==> config.mk <==
export PLATFORM = sky130hd
export DESIGN_NAME = pipeline_hazard_ctrl
export DESIGN_NICKNAME = d
export VERILOG_FILES = /design/src/rtl/pipe_pkg.sv /design/src/rtl/sat_counter.sv /design/src/rtl/pipeline_hazard_ctrl.sv
export SDC_FILE = /design/constraint.sdc
export NUM_CORES = 1
export LEC_CHECK = 0
export CAP_MARGIN = 20
export CELL_PAD_IN_SITES_DETAIL_PLACEMENT = 0
export CELL_PAD_IN_SITES_GLOBAL_PLACEMENT = 2
export CORE_MARGIN = 1.5
export CORE_UTILIZATION = 34
export DETAILED_ROUTE_END_ITERATION = 7
export GPL_TIMING_DRIVEN = 0
export PLACE_DENSITY_LB_ADDON = 0.1
export SLEW_MARGIN = 40
export SYNTH_ARGS = -nofsm -noshare
export SYNTH_HDL_FRONTEND = slang
export SYNTH_SLANG_ARGS = --single-unit
==> constraint.sdc <==
create_clock -name clock -period 4.3 [get_ports clock]
set_input_delay 0.86 -clock clock [delete_from_list [all_inputs] [get_ports clock]]
set_output_delay 0.86 -clock clock [all_outputs]
set_load 0.03 [all_outputs]
==> src/rtl/pipe_pkg.sv <==
// Shared types and constants for the LEGv8 pipeline control blocks.
package pipe_pkg;

  localparam int unsigned REG_IDX_W  = 5;
  localparam int unsigned WAIT_CNT_W = 16;

  localparam logic [REG_IDX_W-1:0] XZR_IDX = 5'd31;

  typedef enum logic [0:0] {
    RUN  = 1'b0,
    WAIT = 1'b1
  } state_t;

endpackage

==> src/rtl/sat_counter.sv <==
// Up-counter that holds at all-ones instead of wrapping.
module sat_counter #(
  parameter int unsigned W = 32
) (
  input  logic         clock,
  input  logic         reset_n,
  input  logic         inc,
  input  logic         clear,
  output logic [W-1:0] count
);

  always_ff @(posedge clock or negedge reset_n) begin
    if (!reset_n) begin
      count <= '0;
    end else if (clear) begin
      count <= '0;
    end else if (inc && (count != '1)) begin
      count <= count + W'(1);
    end
  end

endmodule

==> src/rtl/pipeline_hazard_ctrl.sv <==
// Stall/flush sequencer for the five-stage LEGv8 pipeline: load-use stalls,
// MEM-resolved branch flushes, memory-wait freeze, timeout flag and statistics.
module pipeline_hazard_ctrl
  import pipe_pkg::*;
#(
  parameter int unsigned CNT_W       = 32,
  parameter int unsigned MEM_TIMEOUT = 255
) (
  input  logic                 clock,
  input  logic                 reset_n,
  input  logic [REG_IDX_W-1:0] id_rn,
  input  logic [REG_IDX_W-1:0] id_rm,
  input  logic                 id_uses_rn,
  input  logic                 id_uses_rm,
  input  logic                 ex_memread,
  input  logic [REG_IDX_W-1:0] ex_rd,
  input  logic                 mem_branch_taken,
  input  logic                 dmem_req,
  input  logic                 dmem_ready,
  output logic                 pc_write,
  output logic                 ifid_write,
  output logic                 idex_write,
  output logic                 exmem_write,
  output logic                 memwb_write,
  output logic                 idex_bubble,
  output logic                 ifid_flush,
  output logic                 exmem_flush,
  output logic                 mem_wait,
  output logic                 mem_err,
  output logic [CNT_W-1:0]     stall_cnt,
  output logic [CNT_W-1:0]     flush_cnt
);

  state_t                  state;
  state_t                  state_nxt;
  logic                    hazard;
  logic                    freeze;
  logic                    stall_inc;
  logic                    flush_inc;
  logic [WAIT_CNT_W-1:0]   wait_cnt;

  // XZR reads as zero, so a load targeting it can never feed a consumer.
  assign hazard = ex_memread && (ex_rd != XZR_IDX) &&
                  ((id_uses_rn && (id_rn == ex_rd)) ||
                   (id_uses_rm && (id_rm == ex_rd)));
  assign freeze = dmem_req && !dmem_ready;

  always_ff @(posedge clock or negedge reset_n) begin
    if (!reset_n) begin
      state <= RUN;
    end else begin
      state <= state_nxt;
    end
  end

  always_comb begin
    state_nxt = RUN;
    if (freeze) begin
      state_nxt = WAIT;
    end
  end

  // Priority: reset > freeze > branch > load-use hazard > normal.
  always_comb begin
    pc_write    = 1'b1;
    ifid_write  = 1'b1;
    idex_write  = 1'b1;
    exmem_write = 1'b1;
    memwb_write = 1'b1;
    ifid_flush  = 1'b0;
    idex_bubble = 1'b0;
    exmem_flush = 1'b0;
    mem_wait    = 1'b0;
    if (!reset_n) begin
      pc_write    = 1'b0;
      ifid_write  = 1'b0;
      idex_write  = 1'b0;
      exmem_write = 1'b0;
      memwb_write = 1'b0;
      ifid_flush  = 1'b1;
      idex_bubble = 1'b1;
      exmem_flush = 1'b1;
    end else if (freeze) begin
      pc_write    = 1'b0;
      ifid_write  = 1'b0;
      idex_write  = 1'b0;
      exmem_write = 1'b0;
      memwb_write = 1'b0;
      mem_wait    = 1'b1;
    end else if (mem_branch_taken) begin
      ifid_flush  = 1'b1;
      idex_bubble = 1'b1;
      exmem_flush = 1'b1;
    end else if (hazard) begin
      pc_write    = 1'b0;
      ifid_write  = 1'b0;
      idex_bubble = 1'b1;
    end
  end

  // Timeout tracking; the freeze itself is never broken by the timeout.
  always_ff @(posedge clock or negedge reset_n) begin
    if (!reset_n) begin
      wait_cnt <= '0;
      mem_err  <= 1'b0;
    end else if (state == WAIT) begin
      if (wait_cnt != '1) begin
        wait_cnt <= wait_cnt + WAIT_CNT_W'(1);
      end
      if (wait_cnt == WAIT_CNT_W'(MEM_TIMEOUT)) begin
        mem_err <= 1'b1;
      end
    end else begin
      wait_cnt <= '0;
    end
  end

  assign stall_inc = freeze || (hazard && !mem_branch_taken);
  assign flush_inc = !freeze && mem_branch_taken;

  sat_counter #(.W(CNT_W)) u_stall_cnt (
    .clock   (clock),
    .reset_n (reset_n),
    .inc     (stall_inc),
    .clear   (1'b0),
    .count   (stall_cnt)
  );

  sat_counter #(.W(CNT_W)) u_flush_cnt (
    .clock   (clock),
    .reset_n (reset_n),
    .inc     (flush_inc),
    .clear   (1'b0),
    .count   (flush_cnt)
  );

endmodule

**Word-level counts from Yosys, hierarchy flattened**

Index checks and enable logic that the tools add are counted.

- Bits in registers: 82
- Input bits: 23
- Output and inout port bits: 74
- Word-level logic and storage cells: 48

- Equal/unequal tests: 8
- $add $sub $neg: 3
- Multiplexer cells: 17
- Reductions and logical operators: 15

Operators by type and width:

| operator | number |
|---|---|
| $add 32x1->32 const B | 2 |
| $ne 32x32->1 const B | 2 |
| $mux 16 | 2 |
| $add 16x1->16 const B | 1 |
| $eq 16x8->1 const B | 1 |
| $ne 16x16->1 const B | 1 |
| $mux 1 | 15 |
| $eq 5x5->1 | 2 |
| $logic_and 1x1->1 | 9 |
| $ne 5x5->1 const B | 1 |
| $logic_not 1->1 | 3 |
| $logic_or 1x1->1 | 2 |
| $ne 2x1->1 const B | 1 |
| $reduce_and 2->1 | 1 |

**Longest topological paths before layout**

Gate-level depths: netlist (run 1).

- Word-level depth: 8
- Gate-level depth with buffers: 8
- Depth with buffers taken out: 7

**Cells and area by module**

A second synthesis (run 1) with hierarchy kept.

- Cell total of the unflattened synthesis: 520
- Area, all modules: 4875.9 um^2

Modules (own cells, without submodules):

| module | seq. area each (um^2) | area an instance (um^2) | cells each | times used |
|---|---|---|---|---|
| sat_counter | 800.8 | 1854.3 | 198 | 2 |
| pipeline_hazard_ctrl | 450.4 | 1167.4 | 124 | 1 |

**Worst setup path before layout (run 1)**

OpenSTA, ideal clock, no wires.

- Kind: input -> output
- From: in ex_rd[2]
- To: out pc_write
- Slack: 1.153 ns
- Cell stages on the path: 7
- Arrival: 2.287 ns
- Cell sequence: nand3_1 -> o21ai_0 -> nor2_1 -> a21oi_1 -> clkbuf_1 -> and2_1 -> buf_4

- Word-level cells in the longest chain between the ends: 8
- Elaborated cells on any way between the ends: 12
- Classes of those cells: eq/ne: 3; mux: 4; reduce/logical: 5

Ends and longest elaborated chain:

| element | line | source |
|---|---|---|
| start: declaration | pipeline_hazard_ctrl.sv:16 | `input logic [REG_IDX_W-1:0] ex_rd,` |
| $eq 5x5->1, on equally long branches | pipeline_hazard_ctrl.sv:44, pipeline_hazard_ctrl.sv:45 |  |
| $logic_and 1x1->1, on equally long branches | pipeline_hazard_ctrl.sv:44, pipeline_hazard_ctrl.sv:45 |  |
| $logic_or 1x1->1 | pipeline_hazard_ctrl.sv:44 | `((id_uses_rn && (id_rn == ex_rd)) \|\|` |
| $logic_and 1x1->1 * | pipeline_hazard_ctrl.sv:43 | `assign hazard = ex_memread && (ex_rd != XZR_IDX) &&` |
| $mux 1 * (4 in a row) | n/a |  |
| end: declaration | pipeline_hazard_ctrl.sv:20 | `output logic pc_write,` |

Mark *: on every way between the ends. The rest lies on a longest branch, timed or not.

**Final worst setup path (run 1)**

- From: in ex_rd[3]
- To: out pc_write

- Word-level cells in the longest chain between the ends: 8
- Elaborated cells on any way between the ends: 12
- Classes of those cells: eq/ne: 3; mux: 4; reduce/logical: 5

Ends and longest elaborated chain:

| element | line | source |
|---|---|---|
| $eq 5x5->1, on equally long branches | pipeline_hazard_ctrl.sv:44, pipeline_hazard_ctrl.sv:45 |  |
| $logic_and 1x1->1, on equally long branches | pipeline_hazard_ctrl.sv:44, pipeline_hazard_ctrl.sv:45 |  |
| $logic_or 1x1->1 | pipeline_hazard_ctrl.sv:44 |  |
| $logic_and 1x1->1 * | pipeline_hazard_ctrl.sv:43 |  |
| $mux 1 * | pipeline_hazard_ctrl.sv:94 | `end else if (hazard) begin` |
| $mux 1 * | pipeline_hazard_ctrl.sv:90 | `end else if (mem_branch_taken) begin` |
| $mux 1 * | pipeline_hazard_ctrl.sv:83 | `end else if (freeze) begin` |
| $mux 1 * | pipeline_hazard_ctrl.sv:74 | `if (!reset_n) begin` |

Marked as above.

==> results of run 1 <==
[what timing repair did]
action,4_1_cts,5_1_grt
cloned,0,0
endpoints found under the setup margin,2,1
pin swaps,0,0
resized for setup,3,1
[final cells by class]
class	count	share of cell area
clock inverters	7	0.00805
well taps	168	0.0365
inverters	6	0.00391
plain buffers	13	0.0133
flip-flops and latches	82	0.357
multi-input cells	316	0.370
repair buffers	97	0.172
clock buffers	9	0.0391
[worst max-delay path, cell delays in order]
cell             delay, ps
clkdlybuf4s50_1        490
xnor2_1                230
nand4_1                120
o22ai_1                270
a21oi_2                140
clkbuf_4               230
and2_1                 190
buf_4                  120
clkdlybuf4s50_1        580
[path summary, 6_finish.rpt]
check / from / end / slack [ps] / depth (start not counted)
hold reg to reg: mem_err / mem_err / 470 / 1
max in group asynchronous: reset_n / u_stall_cnt.count[21] / 3350 / 2
setup / recovery: ex_rd[3] / pc_write / 210 / 9
hold / removal: reset_n / u_flush_cnt.count[10] / 400 / 1
min in group clock: mem_err / mem_err / 470 / 1
setup reg to reg: wait_cnt[0] / wait_cnt[13] / 1970 / 8
[per-stage QoR]
stage / std cells / utilization / setup slack (ps) / cell area [um2] / power (mW)
3_5_place_dp: 682 / 0.450 / -245 / 5470 / 1.49
3_3_place_gp: 681 / 0.448 / -2320 / 5450 / 1.48
4_1_cts: 698 / 0.473 / 113 / 5750 / 2.22
5_1_grt: 698 / 0.473 / 82.8 / 5750 / 2.29
2_1_floorplan: 417 / - / 1150 / 4270 / 1.23
6_report: 698 / 0.473 / 212 / 5750 / 2.18
[registers in the layout (all words and copies together) (netlist names)]
signal / count
mem_err: 1
state: 1
u_flush_cnt.count: 32
u_stall_cnt.count: 32
wait_cnt: 16
[cells in the final DEF (no fill, tap or decap), drive strengths merged, types with 2 or more instances in the layout]
| cell type | count |
|---|---|
| clkdlybuf4s50 | 95 |
| dfrtp | 82 |
| xor2 | 42 |
| xnor2 | 39 |
| nand2 | 35 |
| nand3 | 34 |
| nand4 | 26 |
| nor4 | 20 |
| and3 | 19 |
| nor3 | 19 |
| and2 | 18 |
| clkbuf | 16 |
| nor2 | 15 |
| buf | 8 |
| and4 | 7 |
| inv | 6 |
| nand2b | 4 |
| a21oi | 4 |
| clkinv | 4 |
| a31oi | 3 |
| ha | 3 |
| clkinvlp | 3 |
| or4 | 3 |
| mux2 | 3 |
| a21o | 2 |
| nor4b | 2 |
| nor3b | 2 |
| nor2b | 2 |
| o21ai | 2 |
| or3 | 2 |
[where the power goes]
group          switching [mW]  internal, mW  leakage (nW)  total (mW)
combinational           0.288         0.230          1.30       0.518
clock                   0.318         0.389         0.127       0.706
sequential              0.108         0.846          1.07       0.953
[metal layers]
| layer | up-vias | share of wire |
|---|---|---|
| met5 | - | 0 |
| met4 | 0 | 0.0092 |
| met3 | 6 | 0.054 |
| met2 | 80 | 0.44 |
| met1 | 1699 | 0.49 |
| li1 | 1705 | - |
[cells by family (layout without fill, tap and decap cells)]
group | Yosys count | count (layout) | share of synthesized area
AO/OA/AOI/OAI | 18 | 18 | 0.0287
XOR/XNOR | 81 | 81 | 0.166
adder cells (fa/ha/maj) | 3 | 3 | 0.00878
buffers and inverters | 19 | 132 | 0.0222
flip-flops | 82 | 82 | 0.480
multiplexers | 4 | 4 | 0.0102
AND/OR/NAND/NOR | 210 | 210 | 0.284
==> flow_summary.json, run 1 <==
{
  "ir_drop_mv": 0.214,
  "grt_start_max_net_pins": 56,
  "rows": 40,
  "p_leak_nw": 2.50,
  "synth_warnings": 0,
  "routed_via_density": 5.00,
  "dr.first_iter.drc_count": 170,
  "io_pins": 97,
  "postCtsHoldBufs": 0,
  "cts_tree": "built",
  "path_clk_slew_ps": 60,
  "post_cts_buffers": 0,
  "cts.sinks": 82,
  "grt_use_met3": 0.0611,
  "chipWidth_um": 115,
  "synth_cell_types": 44,
  "start_util": 0.351,
  "crit_path_end_kind": "primary output",
  "die_area_um2": 13300,
  "netlist_instances": 417,
  "dieHeight_um": 115,
  "grt_pass1_wl_um": 17600,
  "hold_ws_ps": 396,
  "wl_per_cell_um": 15.3,
  "syn_area_um2": 4270,
  "cts_buffers": 9,
  "synth_edf_count": 0,
  "diodes": 0,
  "synth_area_leader_cell": "dfrtp_1",
  "synth_area_leaders": "dfrtp_1 (48%), xor2_1 (8.6%), xnor2_1 (8.0%)",
  "cts.htree.levels": 3,
  "crit_fanout": 10,
  "ff_latch_area_um2": 2050,
  "wl_um": 10700,
  "cp-start-kind": "input pin",
  "grt_remaining_overflow": 0,
  "dp_hpwl_um": 7810,
  "worstSkewPairLatency_ps": 340,
  "grt.met1_usage": 0.231,
  "syn_nets": 443,
  "routabilityCongestion": 0.755,
  "drive_above_1_share": 0.0717,
  "maxSlewHeadroom": 0.566,
  "fill_cells": 1217,
  "dr.pass1.iters": 4,
  "synth_ff_type": "dfrtp_1",
  "worst_pin_slew_ps": 649,
  "worst_ep_arrival_time_ps": 3230,
  "synth_common_cells": "dfrtp_1 (82), xor2_1 (42), xnor2_1 (39)",
  "portBuffers": 96,
  "fin_worst_skew_ps": 8.59,
  "worstPathRequired_ps": 3440,
  "grt_use_total": 0.172,
  "synth_seq_area_share": 0.480,
  "grt_use_met2": 0.260,
  "worstHoldPathType": "input pin to asynchronous set/reset pin",
  "slew_violations": 0,
  "synth-seq-cells": 82,
  "cts-root-buf": "clkbuf_16",
  "status": "completed",
  "yosys.area.top_type_share": 0.480,
  "multi_input_area_um2": 2130,
  "grt_busiest_layer": "met2",
  "grt_pass1_vias": 3486,
  "finalCritPeriodShare": 0.951,
  "final_nets": 551,
  "max_cap_violations": 0,
  "antenna_left": 0,
  "fmax_mhz": 245,
  "hold_viol_final": 0,
  "path_class": "input pin to primary output",
  "async_flop_share": 1.00,
  "power_density_nw_per_um2": 378,
  "antenna_found_initial": 0,
  "areaGrowthSynthToFinish_pct": 34.6,
  "min_period_ps": 4090,
  "clockBufferDepth": 2,
  "syn-mean-instance-area_um2": 10.2,
  "core_um2": 12200,
  "yosysMostFrequentCell": "dfrtp_1",
  "setup_viol": 0,
  "drc_errors": 0,
  "tns_ps": 0,
  "rsz0062_at_grt": "no",
  "vias": 3490
}
Power figures use the tool's default switching activity.
==> run 2: changes to the inputs <==
--- a/config.mk
+++ b/config.mk
@@ -10,6 +10,7 @@
 export CELL_PAD_IN_SITES_GLOBAL_PLACEMENT = 2
 export CORE_MARGIN = 1.5
 export CORE_UTILIZATION = 34
+export CTS_CLUSTER_DIAMETER = 40
 export DETAILED_ROUTE_END_ITERATION = 7
 export GPL_TIMING_DRIVEN = 0
 export PLACE_DENSITY_LB_ADDON = 0.1
==> results of run 2 <==
The final DEF is identical to that of run 1; final timing and power are the same.
